<file path="src/rtl/platform_motion_controller.sv">
// platform_motion_controller
//   Holds one platform slot fed by the platform object ROM reader. A load
//   handshake latches a descriptor. The platform then runs: it moves on
//   move_tick, clamped to the screen, and is removed by its destroy rule.
//
// Ports
//   clk, reset                 system clock, synchronous active-high reset
//   sync_platform_position     active-low load request from the ROM reader
//   movement_direction/speed   motion descriptor (speed in pixels per move_tick)
//   pos_x_in/pos_y_in/w_in/h_in start geometry
//   destroy_time/destroy_trigger lifetime and destroy rule
//   move_tick/time_tick        one-cycle frame / game-time pulses
//   player_contact             level, player standing on platform
//   update_platform_position   one-cycle load acknowledge
//   active, pos_x, pos_y, w, h live geometry for renderer/collision
//   destroyed                  one-cycle pulse when an active platform is removed
module platform_motion_controller #(
  parameter int SCREEN_W = 640,
  parameter int SCREEN_H = 480
) (
  input  logic       clk,
  input  logic       reset,
  input  logic       sync_platform_position,
  input  logic [2:0] movement_direction,
  input  logic [4:0] speed,
  input  logic [9:0] pos_x_in,
  input  logic [9:0] pos_y_in,
  input  logic [9:0] w_in,
  input  logic [9:0] h_in,
  input  logic [7:0] destroy_time,
  input  logic [1:0] destroy_trigger,
  input  logic       move_tick,
  input  logic       time_tick,
  input  logic       player_contact,
  output logic       update_platform_position,
  output logic       active,
  output logic [9:0] pos_x,
  output logic [9:0] pos_y,
  output logic [9:0] w,
  output logic [9:0] h,
  output logic       destroyed
);

  typedef enum logic [2:0] {
    S_IDLE,
    S_LOAD,
    S_ACK,
    S_RELEASE,
    S_RUN
  } state_t;

  state_t     r_state;
  logic [2:0] r_dir;
  logic [4:0] r_speed;
  logic [9:0] r_x_in;
  logic [9:0] r_y_in;
  logic [9:0] r_w_in;
  logic [9:0] r_h_in;
  logic [1:0] r_trig;
  logic [7:0] r_count;
  logic       r_contact;

  logic        w_up, w_down, w_left, w_right;
  logic [10:0] w_lim_x, w_lim_y;
  logic [10:0] w_sum_x, w_sum_y;
  logic [9:0]  w_nx, w_ny;
  logic        w_hit_x, w_hit_y;
  logic        w_timed_en;
  logic        w_time_destroy;
  logic        w_bnd_destroy;

  always_comb begin
    w_up    = 1'b0;
    w_down  = 1'b0;
    w_left  = 1'b0;
    w_right = 1'b0;
    case (r_dir)
      3'd1: w_up = 1'b1;
      3'd2: w_down = 1'b1;
      3'd3: w_left = 1'b1;
      3'd4: w_right = 1'b1;
      3'd5: begin w_up = 1'b1;   w_right = 1'b1; end
      3'd6: begin w_down = 1'b1; w_right = 1'b1; end
      3'd7: begin w_down = 1'b1; w_left = 1'b1;  end
      default: ;
    endcase

    // Far-edge clamp limits; an oversize platform pins to 0 instead of going negative.
    w_lim_x = (11'(SCREEN_W) > {1'b0, w}) ? 11'(SCREEN_W) - {1'b0, w} : '0;
    w_lim_y = (11'(SCREEN_H) > {1'b0, h}) ? 11'(SCREEN_H) - {1'b0, h} : '0;
    w_sum_x = {1'b0, pos_x} + {6'b0, r_speed};
    w_sum_y = {1'b0, pos_y} + {6'b0, r_speed};

    w_nx    = pos_x;
    w_ny    = pos_y;
    w_hit_x = 1'b0;
    w_hit_y = 1'b0;
    if (r_speed != '0) begin
      if (w_right) begin
        if (w_sum_x >= w_lim_x) begin
          w_nx    = w_lim_x[9:0];
          w_hit_x = 1'b1;
        end else begin
          w_nx = w_sum_x[9:0];
        end
      end else if (w_left) begin
        if ({1'b0, pos_x} <= {6'b0, r_speed}) begin
          w_nx    = '0;
          w_hit_x = 1'b1;
        end else begin
          w_nx = pos_x - {5'b0, r_speed};
        end
      end
      if (w_down) begin
        if (w_sum_y >= w_lim_y) begin
          w_ny    = w_lim_y[9:0];
          w_hit_y = 1'b1;
        end else begin
          w_ny = w_sum_y[9:0];
        end
      end else if (w_up) begin
        if ({1'b0, pos_y} <= {6'b0, r_speed}) begin
          w_ny    = '0;
          w_hit_y = 1'b1;
        end else begin
          w_ny = pos_y - {5'b0, r_speed};
        end
      end
    end

    // Contact flag is registered: the time_tick in the contact cycle itself does not count.
    w_timed_en     = (r_trig == 2'd1) || ((r_trig == 2'd3) && r_contact);
    w_time_destroy = w_timed_en && time_tick && (r_count == '0);
    w_bnd_destroy  = (r_trig == 2'd2) && move_tick && (w_hit_x || w_hit_y);
  end

  always_ff @(posedge clk) begin
    if (reset) begin
      r_state                  <= S_IDLE;
      r_dir                    <= '0;
      r_speed                  <= '0;
      r_x_in                   <= '0;
      r_y_in                   <= '0;
      r_w_in                   <= '0;
      r_h_in                   <= '0;
      r_trig                   <= '0;
      r_count                  <= '0;
      r_contact                <= 1'b0;
      update_platform_position <= 1'b0;
      active                   <= 1'b0;
      pos_x                    <= '0;
      pos_y                    <= '0;
      w                        <= '0;
      h                        <= '0;
      destroyed                <= 1'b0;
    end else begin
      update_platform_position <= 1'b0;
      destroyed                <= 1'b0;
      case (r_state)
        S_IDLE: begin
          if (!sync_platform_position) begin
            r_state <= S_LOAD;
            active  <= 1'b0;
          end
        end
        S_LOAD: begin
          r_dir                    <= movement_direction;
          r_speed                  <= speed;
          r_x_in                   <= pos_x_in;
          r_y_in                   <= pos_y_in;
          r_w_in                   <= w_in;
          r_h_in                   <= h_in;
          r_trig                   <= destroy_trigger;
          r_count                  <= destroy_time;
          r_contact                <= 1'b0;
          update_platform_position <= 1'b1;
          r_state                  <= S_ACK;
        end
        S_ACK: r_state <= S_RELEASE;
        S_RELEASE: begin
          if (sync_platform_position) begin
            pos_x   <= r_x_in;
            pos_y   <= r_y_in;
            w       <= r_w_in;
            h       <= r_h_in;
            active  <= 1'b1;
            r_state <= S_RUN;
          end
        end
        S_RUN: begin
          if (!sync_platform_position) begin
            // A new load pre-empts any move or destroy in this cycle.
            r_state <= S_LOAD;
            active  <= 1'b0;
          end else begin
            if ((r_trig == 2'd3) && player_contact) r_contact <= 1'b1;
            if (w_timed_en && time_tick && (r_count != '0)) r_count <= r_count - 8'd1;
            // A timed destroy freezes position; a boundary destroy still writes the clamp.
            if (move_tick && !w_time_destroy) begin
              pos_x <= w_nx;
              pos_y <= w_ny;
            end
            if (w_time_destroy || w_bnd_destroy) begin
              active    <= 1'b0;
              destroyed <= 1'b1;
              r_state   <= S_IDLE;
            end
          end
        end
        default: r_state <= S_IDLE;
      endcase
    end
  end

endmodule

</file>
<file path="config.mk">
export PLATFORM = sky130hd
export DESIGN_NAME = platform_motion_controller
export DESIGN_NICKNAME = d
export VERILOG_FILES = /design/src/rtl/platform_motion_controller.sv
export SDC_FILE = /design/constraint.sdc
export NUM_CORES = 1
export LEC_CHECK = 0
export CELL_PAD_IN_SITES_DETAIL_PLACEMENT = 0
export CELL_PAD_IN_SITES_GLOBAL_PLACEMENT = 1
export CORE_UTILIZATION = 30
export CTS_BUF_LIST = sky130_fd_sc_hd__clkbuf_2
export CTS_CLUSTER_SIZE = 10
export DETAILED_ROUTE_END_ITERATION = 7
export GPL_TIMING_DRIVEN = 0
export MAX_ROUTING_LAYER = met4
export PLACE_DENSITY = 0.77
export SLEW_MARGIN = 20
export SYNTH_ARGS = -nofsm -noshare
export SYNTH_HDL_FRONTEND = slang
export SYNTH_SLANG_ARGS = --single-unit
</file>
<file path="constraint.sdc">
create_clock -name clk -period 3.3 [get_ports clk]
set_input_delay 0.66 -clock clk [delete_from_list [all_inputs] [get_ports clk]]
set_output_delay 0.66 -clock clk [all_outputs]
set_load 0.01 [all_outputs]
</file>
==> qor.csv, run 1 <==
metric,value,unit
Starting Density,0.308,
reg2reg setup slack,-0.39,ns
site row count,55,
post-DP HPWL,18000,µm
first-pass GRT wire length,37100,µm
clock slew seen by the registers of the worst setup and hold paths,0.33,ns
total global-route track usage,0.206,
CTS root buffer,clkbuf_2,
Syn Area/Cell,7.46,µm²
Fillers,2405,
Crit Path Category,reg2reg,
nets,1201,
worst vdd ir,147,µV
Synth Flop Type,dfxtp_1,
Via Count,7255,
violated checks,setup timing,
crit path cell chain,inv_8 > ha_4 > nand2b_4 > a221o_1 > a21oi_2 > o211ai_1 > xnor2_2 > ha_1 > and3_4 > a221o_1 > a41oi_4 > o21ai_4 > buf_6 > buf_4 > a31oi_1 > o41ai_1,
Min-Delay Path Depth,2,
post-synth cell types,78,
I/O Buffers,105,
CP Data Required Time,3.82,ns
Post-CTS Hold Buffers,0,
max cap viols,0,
Layout Skew,0.0457,ns
sequential cell area fraction in the yosys report,0.300,
Via density,5.16,
CP startpoint kind,flop,
FF-to-FF path depth,16,
post-route cell area,9210,µm²
final WL,24000,µm
final non-filler cell total,1406,
# placed instances,1357,
Post-Synthesis Cells,939,
cell at the slowest stage of the critical path,dfxtp_4,
Final Cycle Share,1.12,
vias in the first global route,6670,
Design Power,2.85,mW
Worst Hold Class,reg2reg,
Final setup viols,20,
first-iteration detailed-routing DRC count,514,
Peak Freq,271,MHz
Tmin final,3.69,ns
synth-to-layout area growth,31.4,%
CTS tree,yes,
die width,155,µm
#FFs+latches synth,105,
Leakage Power,3.37,nW
FF-to-FF End,pos_x[0],
syn nets,1053,
final setup margin,-0.387,ns
DR pass1 iterations,5,
cell mode on critical path,a221o_1,
htree depth,3,
Yosys warning total,0,
layout cells sized above 1,0.142,
async set or reset register ratio after synthesis,0,
Power Dens Cells,309,nW/µm²
Final Slew Violations,0,
Core ar.,22800,µm²
I/O pin cnt,107,
gpl congestion,0.920,
worst r2r src,r_speed[1],
WHS Endpoint,h[7],
"EDFF count, synth",0,
worst-path maximum fanout,8,
GR Overflow Total,0,
status,finished with violations,
Post-DP Area,8530,µm²
antenna violations before repair,1,
largest net degree at the start of global routing,20,
CTS Buf Count,9,
Clock Tree Buf Depth,2,
CP max stage delay,0.45,ns
Slew headroom,0.399,
clock sinks,105,
unrepaired setup endpoints after global routing,true,
Die ar.,24000,µm²
drt drc,0,
Final Hold Fails,0,
HP Start,r_h_in[7],
Tightest Pin Transition,0.902,ns
Crit. End Element,flop,
Post-Syn Area,7010,µm²
clk_lat worst skew,0.66,ns
antenna-violating nets left,0,
DR WL/cell,17.1,µm
Die Height,155,µm
Critical Path AT,4.21,ns
## area by class of cell
| class | count | area [µm²] | area share |
|---|---|---|---|
| antenna | 1 | 2.50 | 0.000272 |
| buffer | 55 | 248 | 0.0269 |
| clock buffer | 9 | 45.0 | 0.00489 |
| clock inverter | 7 | 61.3 | 0.00666 |
| inverter | 42 | 165 | 0.0179 |
| multi-input combinational | 736 | 4840 | 0.526 |
| sequential | 105 | 2140 | 0.232 |
| tap | 313 | 392 | 0.0425 |
| timing repair buffer | 138 | 1310 | 0.142 |
## sequential cells by signal, indices dropped and copies added, names as in the netlist, 8 cells and up
name,flops
h,10
pos_x,10
pos_y,10
r_count,8
r_h_in,10
r_w_in,10
r_x_in,10
r_y_in,10
w,10
## worst max-delay path by stage
stage,from,endpoint,slack (ns),cells past startpoint
finish,r_speed[1],pos_x[0],-0.39,16
global route,r_speed[1],pos_x[5],-0.52,16
global placement,r_speed[3],pos_y[0],-0.71,16
detailed placement,r_speed[3],pos_y[0],-0.76,16
CTS,r_speed[4],pos_x[5],-0.33,16
floorplan,r_speed[1],pos_x[5],-0.03,16
## worst max-delay path, delay by kind of cell, from the launching register on
kind | cells | cell delay, ns
adder cells (fa/ha/maj) | 2 | 0.52
buffers and inverters | 3 | 0.34
XOR/XNOR | 1 | 0.27
AND/OR/NAND/NOR | 2 | 0.29
flip-flops | 1 | 0.45
AO/OA/AOI/OAI | 8 | 1.66
## metal layers
| layer | share of wire | vias up | track usage |
|---|---|---|---|
| met4 | 0.029 | 0 | 0.0792 |
| met3 | 0.040 | 40 | 0.0196 |
| met2 | 0.44 | 219 | 0.310 |
| li1 | - | 3592 | - |
| met5 | 0 | - | - |
| met1 | 0.49 | 3404 | 0.284 |
## cells in the mapped netlist (12+ instances only)
| library cell | n | share of area |
|---|---|---|
| nor3_1 | 13 | 0.0093 |
| xnor2_1 | 20 | 0.025 |
| nand2_1 | 197 | 0.11 |
| nor2b_1 | 13 | 0.012 |
| o21ai_0 | 68 | 0.049 |
| inv_1 | 42 | 0.022 |
| nand3_1 | 17 | 0.012 |
| clkbuf_1 | 42 | 0.022 |
| a21oi_1 | 103 | 0.074 |
| ha_1 | 46 | 0.082 |
| o21a_1 | 12 | 0.013 |
| nor2_1 | 49 | 0.026 |
| dfxtp_1 | 105 | 0.30 |
## layout by cell type, fill, tap and decap left out, types with 7 or more instances in the layout
cell type / netlist / routed
a211oi_1: 10 / 8
a21oi_1: 103 / 95
a21oi_2: 0 / 7
a31oi_1: 11 / 10
and3_1: 10 / 9
buf_4: 4 / 33
clkbuf_1: 42 / 40
clkbuf_2: 0 / 9
clkdlybuf4s50_1: 0 / 105
dfxtp_1: 105 / 94
dfxtp_4: 0 / 9
ha_1: 46 / 39
inv_1: 42 / 38
nand2_1: 197 / 195
nand2b_1: 9 / 8
nand3_1: 17 / 16
nand4_1: 9 / 9
nor2_1: 49 / 46
nor2b_1: 13 / 11
nor3_1: 13 / 13
nor3b_1: 8 / 7
o21a_1: 12 / 11
o21ai_0: 68 / 57
o21ai_1: 6 / 13
xnor2_1: 20 / 17
xor2_1: 10 / 10
## per-stage QoR
step | setup slack (ns) | setup TNS [ns] | util | hold WS, ns
3_5_place_dp | -0.762 | -13.22 | 0.374 | 0.444
4_1_cts | -0.328 | -4.03 | 0.395 | 0.443
3_3_place_gp | -0.712 | -13.03 | 0.374 | 0.440
2_1_floorplan | -0.0291 | -0.0291 | - | 0.432
6_report | -0.387 | -4.65 | 0.404 | 0.445
5_1_grt | -0.522 | -7.33 | 0.404 | 0.444
## logic make-up after synthesis
group | share of synthesized area
multiplexers | 0.0132
XOR/XNOR | 0.0375
flip-flops | 0.300
other | 0.000535
adder cells (fa/ha/maj) | 0.0936
AO/OA/AOI/OAI | 0.249
AND/OR/NAND/NOR | 0.249
buffers and inverters | 0.0568
## timing repair
item                                    in CTS  in global routing
buffers inserted                            25                  8
pin swaps                                   24                 28
endpoints found under the setup margin      23                 23
resized for setup                           51                 41
## report_power, final
group,internal (mW),leakage [nW],switching [mW],total (mW)
Combinational,0.351,2.44,0.479,0.830
Clock,0.118,0.0679,0.501,0.618
Sequential,1.34,0.860,0.0597,1.40
(Power assumes the default switching activity.)
==> inputs of run 2 (changes only) <==
Settings changed: SLEW_MARGIN 20 to default.
==> results of run 2 <==
Same layout as run 1: the final DEF is identical, and so are final timing and power.
==> patch, RTL diff (flow settings as in run 1) <==
Encoding of `state_t`: now one-hot (5 bits for 5 states).
--- a/src/rtl/platform_motion_controller.sv
+++ b/src/rtl/platform_motion_controller.sv
@@ -43,8 +43,8 @@
 
-  typedef enum logic [2:0] {
-    S_IDLE,
-    S_LOAD,
-    S_ACK,
-    S_RELEASE,
-    S_RUN
+  typedef enum logic [4:0] {
+    S_IDLE    = 5'b00001,
+    S_LOAD    = 5'b00010,
+    S_ACK     = 5'b00100,
+    S_RELEASE = 5'b01000,
+    S_RUN     = 5'b10000
   } state_t;
Behaviour: no difference found for any inputs over 4 cycles, from zero or initial values and one cycle with reset high; so few cycles prove little.
==> patch against run 1 <==
The flow still finishes with violations (setup timing). Clock skew down 0.016 ns. Critical path depth down 2. Final cell count about the same. Sequential cell count up 2. Wire length up 1.7%. Synthesized area down 1.3%. Cell area up 4.7%. Global-route usage up 0.82 points. Critical path type unchanged. Critical endpoint is now r_state[4]. Utilization up 2.1 points. Setup slack worse by 0.079 ns.
Power is not compared: it rests on default switching activity, and its combinational part moved more than twofold at a synthesized area within 25%.
==> patch: results (changes against run 1) <==
[synthesis]
syn_nets = 1051  ; -0.19%
synth_cells = 937  ; -0.21%
ys_seq_area_frac = 0.310  ; +0.00981
yosys-top-cells-count = nand2_1, a21oi_1, dfxtp_1

[place]
place_ws_ns = -0.843  ; -0.0810 ns
dp.final_hpwl_um = 17800  ; -1.3%
placed_cells = 1327  ; -2.2%

[routing]
viasPerCell = 5.26  ; +2.0%
wl_met1_um = 11300  ; -3.6%
drtIter0Drc = 656  ; +28%
wl_met2_um = 11100  ; +4.2%
wirelength_um = 24400  ; +1.7%
wl_met3_um = 1240  ; +28%

[floorplanning]
fp.dieW_um = 154  ; -0.66%

[global_route]
grt_pass1_wl_um = 38500  ; +3.7%
track_usage = 0.214  ; +0.00815
grt.met3_usage = 0.0347  ; +0.0151
use_met2 = 0.331  ; +0.0209
grt_util_met1 = 0.280  ; -0.00411

[worst_hold_path]
min_from = sync_platform_position
hold_end = r_state[1]

[finish]
nonClkBufAreaFrac = 0.187  ; +0.0180
num-fill-cells = 2288  ; -4.9%
inverters = 40  ; -4.8%
nets = 1230  ; +2.4%
multi_input_area_um2 = 4980  ; +2.7%
drive_gt1_frac = 0.187  ; +0.0454
register_area_um2 = 2180  ; +2.2%
clock_cell_area_share = 0.0161  ; +0.00455
nFlopsAndLatches = 107  ; +1.9%

[critical_path]
startpoint = h[1]
ff2ff_path_depth = 14  ; -2
critPathMaxStageDelay_ns = 0.51  ; +0.06 ns
crit_path_end = r_state[4]
cp_max_fo = 5  ; -3

[status]
status = finished with violations
violations = setup timing

[sta]
setup_viol = 24  ; +20%
fin_tns_setup_ns = -8.05  ; -3.41 ns
fin_ws_ns = -0.466  ; -0.0792 ns
skew_ns = 0.0292  ; -0.0164 ns

[pwr]
total_power_w = 0.00243

patch: cell count changes after synthesis, moves of 7 or more:
cell             run 1  this run
o21ai_0             68        50
nor2_1              49        60
a21oi_1            103       112
nor4_1               4        13
a31oi_1             11         4
nor3b_1              8         1
o211ai_1             2         9
patch: timing repair:
action	4_1_cts	5_1_grt
gates resized for setup	94	33
buffers inserted	55	11
pin swaps	49	31
endpoints found under the setup margin	24	24
cloned	2	0
patch: cell families (layout without fill, tap and decap cells):
| family | count (synthesis) | in the layout | synth area share |
|---|---|---|---|
| simple gates | 384 | 384 | 0.256 |
| flops | 107 | 107 | 0.310 |
| other cells | 1 | 2 | 0.000542 |
| compound gates | 253 | 253 | 0.224 |
| xor+xnor | 42 | 42 | 0.0532 |
| mux | 6 | 6 | 0.00941 |
| fa+ha+maj | 50 | 50 | 0.0948 |
| buf+inv | 94 | 278 | 0.0519 |
